$ cat src/rtl/mem_port_arbiter_if.sv
// Bundle of the IFU, LSU and shared memory-port channels around the arbiter.
// The master modport is the arbiter's view; slave is the surrounding core/memory.
interface mem_port_arbiter_if #(
    parameter int ADDR_W = 32,
    parameter int DATA_W = 64
);
    logic                  ifu_req_valid;
    logic                  ifu_req_ready;
    logic [ADDR_W-1:0]     ifu_req_addr;
    logic                  ifu_resp_valid;
    logic [DATA_W-1:0]     ifu_resp_data;

    logic                  lsu_req_valid;
    logic                  lsu_req_ready;
    logic [ADDR_W-1:0]     lsu_req_addr;
    logic                  lsu_req_wen;
    logic [DATA_W-1:0]     lsu_req_wdata;
    logic [DATA_W/8-1:0]   lsu_req_wmask;
    logic                  lsu_resp_valid;
    logic [DATA_W-1:0]     lsu_resp_data;

    logic                  mem_req_valid;
    logic                  mem_req_ready;
    logic [ADDR_W-1:0]     mem_req_addr;
    logic                  mem_req_wen;
    logic [DATA_W-1:0]     mem_req_wdata;
    logic [DATA_W/8-1:0]   mem_req_wmask;
    logic                  mem_resp_valid;
    logic [DATA_W-1:0]     mem_resp_data;

    logic                  owner;

    modport master (
        input  ifu_req_valid, ifu_req_addr,
        output ifu_req_ready, ifu_resp_valid, ifu_resp_data,
        input  lsu_req_valid, lsu_req_addr, lsu_req_wen, lsu_req_wdata, lsu_req_wmask,
        output lsu_req_ready, lsu_resp_valid, lsu_resp_data,
        output mem_req_valid, mem_req_addr, mem_req_wen, mem_req_wdata, mem_req_wmask,
        input  mem_req_ready, mem_resp_valid, mem_resp_data,
        output owner
    );

    modport slave (
        output ifu_req_valid, ifu_req_addr,
        input  ifu_req_ready, ifu_resp_valid, ifu_resp_data,
        output lsu_req_valid, lsu_req_addr, lsu_req_wen, lsu_req_wdata, lsu_req_wmask,
        input  lsu_req_ready, lsu_resp_valid, lsu_resp_data,
        input  mem_req_valid, mem_req_addr, mem_req_wen, mem_req_wdata, mem_req_wmask,
        output mem_req_ready, mem_resp_valid, mem_resp_data,
        input  owner
    );
endinterface

$ cat src/rtl/mem_port_arbiter.sv
// Round-robin arbiter sharing one memory port between IFU and LSU, one
// outstanding transaction at a time, response routed back to the issuer.
module mem_port_arbiter #(
    parameter int ADDR_W = 32,
    parameter int DATA_W = 64
) (
    input  logic                clk,
    input  logic                rst_n,
    mem_port_arbiter_if.master  bus
);
    localparam int MASK_W = DATA_W / 8;

    typedef enum logic [1:0] {IDLE, ISSUE, WAIT_RESP} state_t;

    state_t              r_state;
    logic                r_last_grant;
    logic                r_owner;
    logic                r_req_valid;
    logic [ADDR_W-1:0]   r_addr;
    logic                r_wen;
    logic [DATA_W-1:0]   r_wdata;
    logic [MASK_W-1:0]   r_wmask;

    logic                w_idle;
    logic                w_grant_ifu;
    logic                w_grant_lsu;
    logic                w_resp;
    logic                w_resp_ifu;
    logic                w_resp_lsu;

    // rst_n gates the combinational handshakes so every output is 0 in reset
    assign w_idle      = rst_n && (r_state == IDLE);
    assign w_grant_ifu = w_idle && bus.ifu_req_valid && (!bus.lsu_req_valid || r_last_grant);
    assign w_grant_lsu = w_idle && bus.lsu_req_valid && (!bus.ifu_req_valid || !r_last_grant);
    assign w_resp      = rst_n && (r_state == WAIT_RESP) && bus.mem_resp_valid;
    assign w_resp_ifu  = w_resp && !r_owner;
    assign w_resp_lsu  = w_resp &&  r_owner;

    always_ff @(posedge clk or negedge rst_n) begin
        if (!rst_n) begin
            r_state      <= IDLE;
            r_last_grant <= 1'b1;
            r_owner      <= 1'b0;
            r_req_valid  <= 1'b0;
            r_addr       <= '0;
            r_wen        <= 1'b0;
            r_wdata      <= '0;
            r_wmask      <= '0;
        end else begin
            case (r_state)
                IDLE: begin
                    if (w_grant_ifu || w_grant_lsu) begin
                        r_state      <= ISSUE;
                        r_req_valid  <= 1'b1;
                        r_owner      <= w_grant_lsu;
                        r_last_grant <= w_grant_lsu;
                        if (w_grant_lsu) begin
                            r_addr  <= bus.lsu_req_addr;
                            r_wen   <= bus.lsu_req_wen;
                            r_wdata <= bus.lsu_req_wdata;
                            r_wmask <= bus.lsu_req_wmask;
                        end else begin
                            r_addr  <= bus.ifu_req_addr;
                            r_wen   <= 1'b0;
                            r_wdata <= '0;
                            r_wmask <= '0;
                        end
                    end
                end
                ISSUE: begin
                    if (bus.mem_req_ready) begin
                        r_state     <= WAIT_RESP;
                        r_req_valid <= 1'b0;
                    end
                end
                WAIT_RESP: begin
                    if (bus.mem_resp_valid) begin
                        r_state <= IDLE;
                    end
                end
                default: begin
                    r_state     <= IDLE;
                    r_req_valid <= 1'b0;
                end
            endcase
        end
    end

    assign bus.ifu_req_ready  = w_grant_ifu;
    assign bus.lsu_req_ready  = w_grant_lsu;
    assign bus.ifu_resp_valid = w_resp_ifu;
    assign bus.lsu_resp_valid = w_resp_lsu;
    assign bus.ifu_resp_data  = w_resp_ifu ? bus.mem_resp_data : '0;
    assign bus.lsu_resp_data  = w_resp_lsu ? bus.mem_resp_data : '0;

    assign bus.mem_req_valid  = r_req_valid;
    assign bus.mem_req_addr   = r_addr;
    assign bus.mem_req_wen    = r_wen;
    assign bus.mem_req_wdata  = r_wdata;
    assign bus.mem_req_wmask  = r_wmask;
    assign bus.owner          = r_owner;
endmodule
$ cat src/flat_wrapper.sv
// flat-port wrapper written by rule: the top's interface ports become plain ports
module mem_port_arbiter_flat 
#(
    parameter int ADDR_W = 32,
    parameter int DATA_W = 64
)
  (clk, rst_n, bus_ifu_req_valid, bus_ifu_req_addr, bus_ifu_req_ready, bus_ifu_resp_valid, bus_ifu_resp_data, bus_lsu_req_valid, bus_lsu_req_addr, bus_lsu_req_wen, bus_lsu_req_wdata, bus_lsu_req_wmask, bus_lsu_req_ready, bus_lsu_resp_valid, bus_lsu_resp_data, bus_mem_req_valid, bus_mem_req_addr, bus_mem_req_wen, bus_mem_req_wdata, bus_mem_req_wmask, bus_mem_req_ready, bus_mem_resp_valid, bus_mem_resp_data, bus_owner);
  mem_port_arbiter_if #(.ADDR_W(ADDR_W), .DATA_W(DATA_W)) bus_i ();
  input  logic clk;
  input  logic rst_n;
  input wire logic [$bits(bus_i.ifu_req_valid)-1:0] bus_ifu_req_valid;
  input wire logic [$bits(bus_i.ifu_req_addr)-1:0] bus_ifu_req_addr;
  output wire logic [$bits(bus_i.ifu_req_ready)-1:0] bus_ifu_req_ready;
  output wire logic [$bits(bus_i.ifu_resp_valid)-1:0] bus_ifu_resp_valid;
  output wire logic [$bits(bus_i.ifu_resp_data)-1:0] bus_ifu_resp_data;
  input wire logic [$bits(bus_i.lsu_req_valid)-1:0] bus_lsu_req_valid;
  input wire logic [$bits(bus_i.lsu_req_addr)-1:0] bus_lsu_req_addr;
  input wire logic [$bits(bus_i.lsu_req_wen)-1:0] bus_lsu_req_wen;
  input wire logic [$bits(bus_i.lsu_req_wdata)-1:0] bus_lsu_req_wdata;
  input wire logic [$bits(bus_i.lsu_req_wmask)-1:0] bus_lsu_req_wmask;
  output wire logic [$bits(bus_i.lsu_req_ready)-1:0] bus_lsu_req_ready;
  output wire logic [$bits(bus_i.lsu_resp_valid)-1:0] bus_lsu_resp_valid;
  output wire logic [$bits(bus_i.lsu_resp_data)-1:0] bus_lsu_resp_data;
  output wire logic [$bits(bus_i.mem_req_valid)-1:0] bus_mem_req_valid;
  output wire logic [$bits(bus_i.mem_req_addr)-1:0] bus_mem_req_addr;
  output wire logic [$bits(bus_i.mem_req_wen)-1:0] bus_mem_req_wen;
  output wire logic [$bits(bus_i.mem_req_wdata)-1:0] bus_mem_req_wdata;
  output wire logic [$bits(bus_i.mem_req_wmask)-1:0] bus_mem_req_wmask;
  input wire logic [$bits(bus_i.mem_req_ready)-1:0] bus_mem_req_ready;
  input wire logic [$bits(bus_i.mem_resp_valid)-1:0] bus_mem_resp_valid;
  input wire logic [$bits(bus_i.mem_resp_data)-1:0] bus_mem_resp_data;
  output wire logic [$bits(bus_i.owner)-1:0] bus_owner;
  assign bus_i.ifu_req_valid = bus_ifu_req_valid;
  assign bus_i.ifu_req_addr = bus_ifu_req_addr;
  assign bus_ifu_req_ready = bus_i.ifu_req_ready;
  assign bus_ifu_resp_valid = bus_i.ifu_resp_valid;
  assign bus_ifu_resp_data = bus_i.ifu_resp_data;
  assign bus_i.lsu_req_valid = bus_lsu_req_valid;
  assign bus_i.lsu_req_addr = bus_lsu_req_addr;
  assign bus_i.lsu_req_wen = bus_lsu_req_wen;
  assign bus_i.lsu_req_wdata = bus_lsu_req_wdata;
  assign bus_i.lsu_req_wmask = bus_lsu_req_wmask;
  assign bus_lsu_req_ready = bus_i.lsu_req_ready;
  assign bus_lsu_resp_valid = bus_i.lsu_resp_valid;
  assign bus_lsu_resp_data = bus_i.lsu_resp_data;
  assign bus_mem_req_valid = bus_i.mem_req_valid;
  assign bus_mem_req_addr = bus_i.mem_req_addr;
  assign bus_mem_req_wen = bus_i.mem_req_wen;
  assign bus_mem_req_wdata = bus_i.mem_req_wdata;
  assign bus_mem_req_wmask = bus_i.mem_req_wmask;
  assign bus_i.mem_req_ready = bus_mem_req_ready;
  assign bus_i.mem_resp_valid = bus_mem_resp_valid;
  assign bus_i.mem_resp_data = bus_mem_resp_data;
  assign bus_owner = bus_i.owner;
  mem_port_arbiter #(.ADDR_W(ADDR_W), .DATA_W(DATA_W)) u_core (.clk(clk), .rst_n(rst_n), .bus(bus_i));
endmodule
$ cat config.mk
export PLATFORM = sky130hd
export DESIGN_NAME = mem_port_arbiter_flat
export DESIGN_NICKNAME = d
export VERILOG_FILES = /design/src/rtl/mem_port_arbiter_if.sv /design/src/rtl/mem_port_arbiter.sv /design/src/flat_wrapper.sv
export SDC_FILE = /design/constraint.sdc
export NUM_CORES = 1
export LEC_CHECK = 0
export CORE_AREA = 2 2 174 176
export CTS_CLUSTER_DIAMETER = 150
export DETAILED_ROUTE_END_ITERATION = 10
export DIE_AREA = 0 0 176 178
export MAX_ROUTING_LAYER = met4
export PLACE_DENSITY_LB_ADDON = 0.25
export SLEW_MARGIN = 10
export SYNTH_ARGS = -nofsm -noshare
export SYNTH_HDL_FRONTEND = slang
export SYNTH_SLANG_ARGS = --single-unit
$ cat constraint.sdc
create_clock -name clk -period 4.8 [get_ports clk]
set_input_delay 0.96 -clock clk [delete_from_list [all_inputs] [get_ports clk]]
set_output_delay 0.96 -clock clk [all_outputs]
set_load 0.005 [all_outputs]
# == Word-level counts from Yosys, hierarchy flattened ==
# Index checks and enable logic that the tools add are counted.
# word_totals
word_cells,47
inputBits,207
out_inout_bits,239
reg_bits,110
# op_classes
mux,13
reduce_logical,20
n_bitwise,1
eq_ne,5
# ops
cell,count
$mux W64,3
$mux W32,1
$logic_and A1 B1 Y1,9
$mux W8,1
$mux W2,3
$ne A2 B2 Y1 const B,3
$pmux W2 S3,1
$reduce_and A3 Y1,2
$logic_not A1 Y1,4
$logic_or A1 B1 Y1,3
$mux W1,3
$pmux W1 S3,1
$eq A2 B1 Y1 const B,1
$eq A2 B2 Y1 const B,1
$logic_not A2 Y1,1
$reduce_and A2 Y1,1
$not A1 Y1,1

# == Logic depth before layout (Yosys ltp) ==
# logic_depth
ltp_word,7
ltp_mapped,6
mapped_depth_nobuf,3

# == Worst setup path before layout ==
# OpenSTA, ideal clock, no wires.
# synth_timing
path_kind,input port to output port
startpoint,in rst_n
endpoint,out bus_ifu_resp_data[0]
n_path_buf,2
arrival_time_ns,1.719
required_ns,3.840
slack_ns,2.121
stages,5
cell_sequence,nand4b_1 > nor2_1 > clkbuf_2 > clkbuf_1 > and2_1
# synth_between
elab_chain_len,4
# synth_lines
element,line,source
from (decl),flat_wrapper.sv:10,input logic rst_n;
$logic_and A1 B1 Y1 (2 in a row),mem_port_arbiter.sv:35,assign w_resp = rst_n && (r_state == WAIT_RESP) && bus.mem_resp_valid;
$logic_and A1 B1 Y1,mem_port_arbiter.sv:36,assign w_resp_ifu = w_resp && !r_owner;
$mux W64,mem_port_arbiter.sv:93,assign bus.ifu_resp_data = w_resp_ifu ? bus.mem_resp_data : '0;
to (decl),flat_wrapper.sv:15,output wire logic [$bits(bus_i.ifu_resp_data)-1:0] bus_ifu_resp_data;
# No other way between the ends.

# == Final worst setup path ==
# layout_timing
startpoint,in bus_mem_resp_valid
endpoint,out bus_ifu_resp_data[44]
# layout_between
elab_chain_len,3
# layout_lines
element,line,source
from (decl),flat_wrapper.sv:30,input wire logic [$bits(bus_i.mem_resp_valid)-1:0] bus_mem_resp_valid;
$logic_and A1 B1 Y1,mem_port_arbiter.sv:35,
$logic_and A1 B1 Y1,mem_port_arbiter.sv:36,
$mux W64,mem_port_arbiter.sv:93,
# No other way between the ends.

==> metrics.md <==
| Metric | Value |
|---|---|
| Status | `completed` |
| Period utilization | `between 80% and 90%` |
| Worst-Skew Late Latency | `370 ps` |
| Hold Crit Class | `primary input to asynchronous set/reset pin` |
| First DRT Iteration DRCs | `approximately 230` |
| Clock power share | `between 10% and 20%` |
| Vias per Instance | `4.226` |
| Pwr dens | `~430 nW/µm²` |
| R2R depth | `5` |
| Hold-fix buffers, CTS | `0` |
| Total grt overflow | `0` |
| Non-Filler Instances | `1329` |
| Share of cells above drive strength 1 | `around 4%` |
| Area delta synth->final | `96.27%` |
| Fin. max-slew vios | `0` |
| Largest buffer count on any clock path | `2` |
| Detailed Place HPWL | `18980 µm` |
| Critical Path AT | `between 3000 and 4000 ps` |
| Maximum VDD drop | `0.1696 mV` |
| Placed cell count | `~1300` |
| Flop pwr share | `~36%` |
| Die Y | `178 µm` |
| Worst-path maximum fanout | `65` |
| Clk root buf | `clkbuf_16` |
| GPL Wtd Cong | `roughly 0.78` |
| Row count | `63` |
| Hold slack | `421.0 ps` |
| Fin util | `between 30% and 40%` |
| Clk sink count | `110` |
| Vias in the first global route | `between 5000 and 6000` |
| WL final | `25170 µm` |
| Starting Density | `~18%` |
| Crit path launch type | `primary input` |
| CP endpoint kind | `output pin` |
| Critical Path RT | `3840 ps` |
| Post-CTS Setup Bufs | `0` |
| H-tree levels | `3` |
| Cell variety after synth | `26` |
| Post-Route Setup TNS | `0 ps` |
| Worst setup margin | `approximately 800 ps` |
| Global Route Usage Sum | `around 15%` |
| Fmax | `approximately 0.25 GHz` |
| Synth Instances | `between 500 and 600` |
| Yosys top cell by area | `dfrtp_1` |
| Leak | `4.143 nW` |
| Initial antenna violation count | `6` |
| First-pass iteration count of the detailed router | `4` |
| Worst slew margin | `approximately two fifths` |
| Switching Fraction | `32.81%` |
| Total power | `approximately 4.4 mW` |
| CP Class | `primary input to output pin` |
| Final min period | `approximately 4000 ps` |
| Synth Area per Inst | `10.22 µm²` |
| Wire per inst | `18.94 µm` |
| Count of input and output buffers | `~450` |
| Core area | `29400 µm²` |
| Max cap viols | `0` |
| Yosys reg bits | `110` |
| Ports | `446` |
| Final #Nets | `~1100` |
| Residual DRC count | `0` |
| Final setup vio count | `0` |
| Antenna Violating Nets Remaining | `0` |
| First-pass GRT wire length | `approximately 35000 µm` |
| Placement Setup Slack | `between 800 and 900 ps` |
| Clock slew at reported path FFs | `~90 ps` |
| Post-CTS Resized | `0` |
| Yosys warnings | `0` |
| Combinational power share | `45.4%` |
| Num CTS Buffers | `9` |
| Placed cell areas | `between 10000 and 15000 µm²` |
| Synth top area share | `between 50% and 60%` |
| Seq/Total Area, Yosys | `51.92%` |
| Internal Power | `around 3 mW` |
| Hold Fails Final Rpt | `0` |
| Die Wd | `about 180 µm` |
| Worst-Margin Slew | `approximately 900 ps` |
| Syn Nets | `slightly above 700` |
| Finished Cell Area | `roughly 10000 µm²` |
| DIE AREA | `about 31000 µm²` |
| Worst Skew | `roughly 17 ps` |
| Via Count | `5617` |
| Unrepaired setup endpoints after global routing | `false` |
| CTS tree | `done` |
| Top post-synthesis cells by area | `dfrtp_1 (51%), and2_1 (15%), a22o_1 (12%), a31oi_1 (3.8%), o21ai_0 (3.2%)` |
| Flop-to-flop setup slack | `approximately 2100 ps` |
| Mapped Area | `about 5300 µm²` |
| Largest net degree at the start of global routing | `76` |
| Net switching component of the power | `roughly 1.5 mW` |
-- flip-flops by register name, summed over array words and instances (netlist names) --
register and flops:
u_core.bus.mem_req_wdata 64, u_core.r_last_grant 1, u_core.r_state 2, u_core.bus.owner 1, u_core.bus.mem_req_valid 1, u_core.bus.mem_req_wen 1, u_core.bus.mem_req_addr 32, u_core.bus.mem_req_wmask 8
-- area by class of cell --
class / instances / area [µm²]
antenna: 2 / 5.005
clock buffer: 9 / 225.2
clock inverter: 7 / 93.84
fill: 3023 / 18990
inverter: 2 / 7.507
multi-input combinational: 353 / 2302
sequential: 110 / 2754
tap: 390 / 488.0
timing repair buffer: 456 / 4534
-- kinds of logic after synthesis --
group	synth area share [%]
AND/OR/NAND/NOR	20.22
AO/OA/AOI/OAI	22.67
flip-flops	51.92
buffers and inverters	5.190
-- placed cells by master (no fill, tap or decap) --
cell type,instances
inv_1,2
nor2_1,1
clkdlybuf4s50_1,444
a21oi_1,32
buf_4,12
or2_2,1
clkbuf_16,9
dfrtp_1,109
nor3b_4,1
a21boi_2,1
diode_2,2
a21o_1,2
nand2_2,1
dfstp_2,1
inv_8,1
nand3b_1,1
nand4b_1,1
a22o_1,73
nor2_4,3
clkinv_4,1
nand2_1,4
a31oi_1,32
o21ai_0,34
a21bo_2,1
nand3_1,33
clkinv_8,3
inv_6,1
and2_1,129
inv_12,1
nand2b_1,2
or3b_4,1
-- power groups by stage --
stage,logic (mW),registers [mW],clock network [mW]
2_1_floorplan,0.659,1.64,0
4_1_cts,2.05,1.61,0.848
5_1_grt,2.16,1.67,0.878
3_5_place_dp,2.04,1.61,0
6_report,2.01,1.61,0.806
3_3_place_gp,2.04,1.61,0
-- synth_stat cells --
library cell / instances
or2_2: 1
nand2_1: 5
or3b_4: 1
a21oi_1: 32
nand3_1: 33
nand3b_1: 1
a21boi_1: 1
buf_6: 5
nand4b_1: 1
buf_2: 14
o21ai_0: 34
a21bo_2: 1
nor2_1: 3
a22o_1: 73
nor2_4: 1
nand2b_1: 2
clkbuf_2: 2
clkbuf_1: 31
dfstp_2: 1
inv_1: 2
a21o_1: 2
dfrtp_1: 109
buf_4: 2
a31oi_1: 32
nor3b_2: 1
and2_1: 129
-- layer usage --
layer	routed length, µm	GRT usage [%]	up-vias
li1	-	-	2673
met1	9845	17.33	2656
met2	13200	27.92	260
met3	1630	3.495	28
met4	488	3.960	0
met5	0	-	-
-- path summary, 6_finish.rpt --
kind / start / to
max: bus_mem_resp_valid / bus_ifu_resp_data[44]
min: rst_n / u_core.r_state[0]
max reg2reg: u_core.r_state[0] / u_core.bus.mem_req_wdata[57]
min reg2reg: u_core.bus.mem_req_valid / u_core.bus.mem_req_valid
max in group asynchronous: rst_n / u_core.bus.mem_req_wdata[59]
min in group clk: u_core.bus.mem_req_valid / u_core.bus.mem_req_valid
-- critical path, stage by stage --
cell,delay [ps]
clkdlybuf4s50_1,470
nand4b_1,220
nor2_4,130
buf_4,450
and2_1,200
clkdlybuf4s50_1,580
No activity file was read; power rests on OpenSTA's default activity.
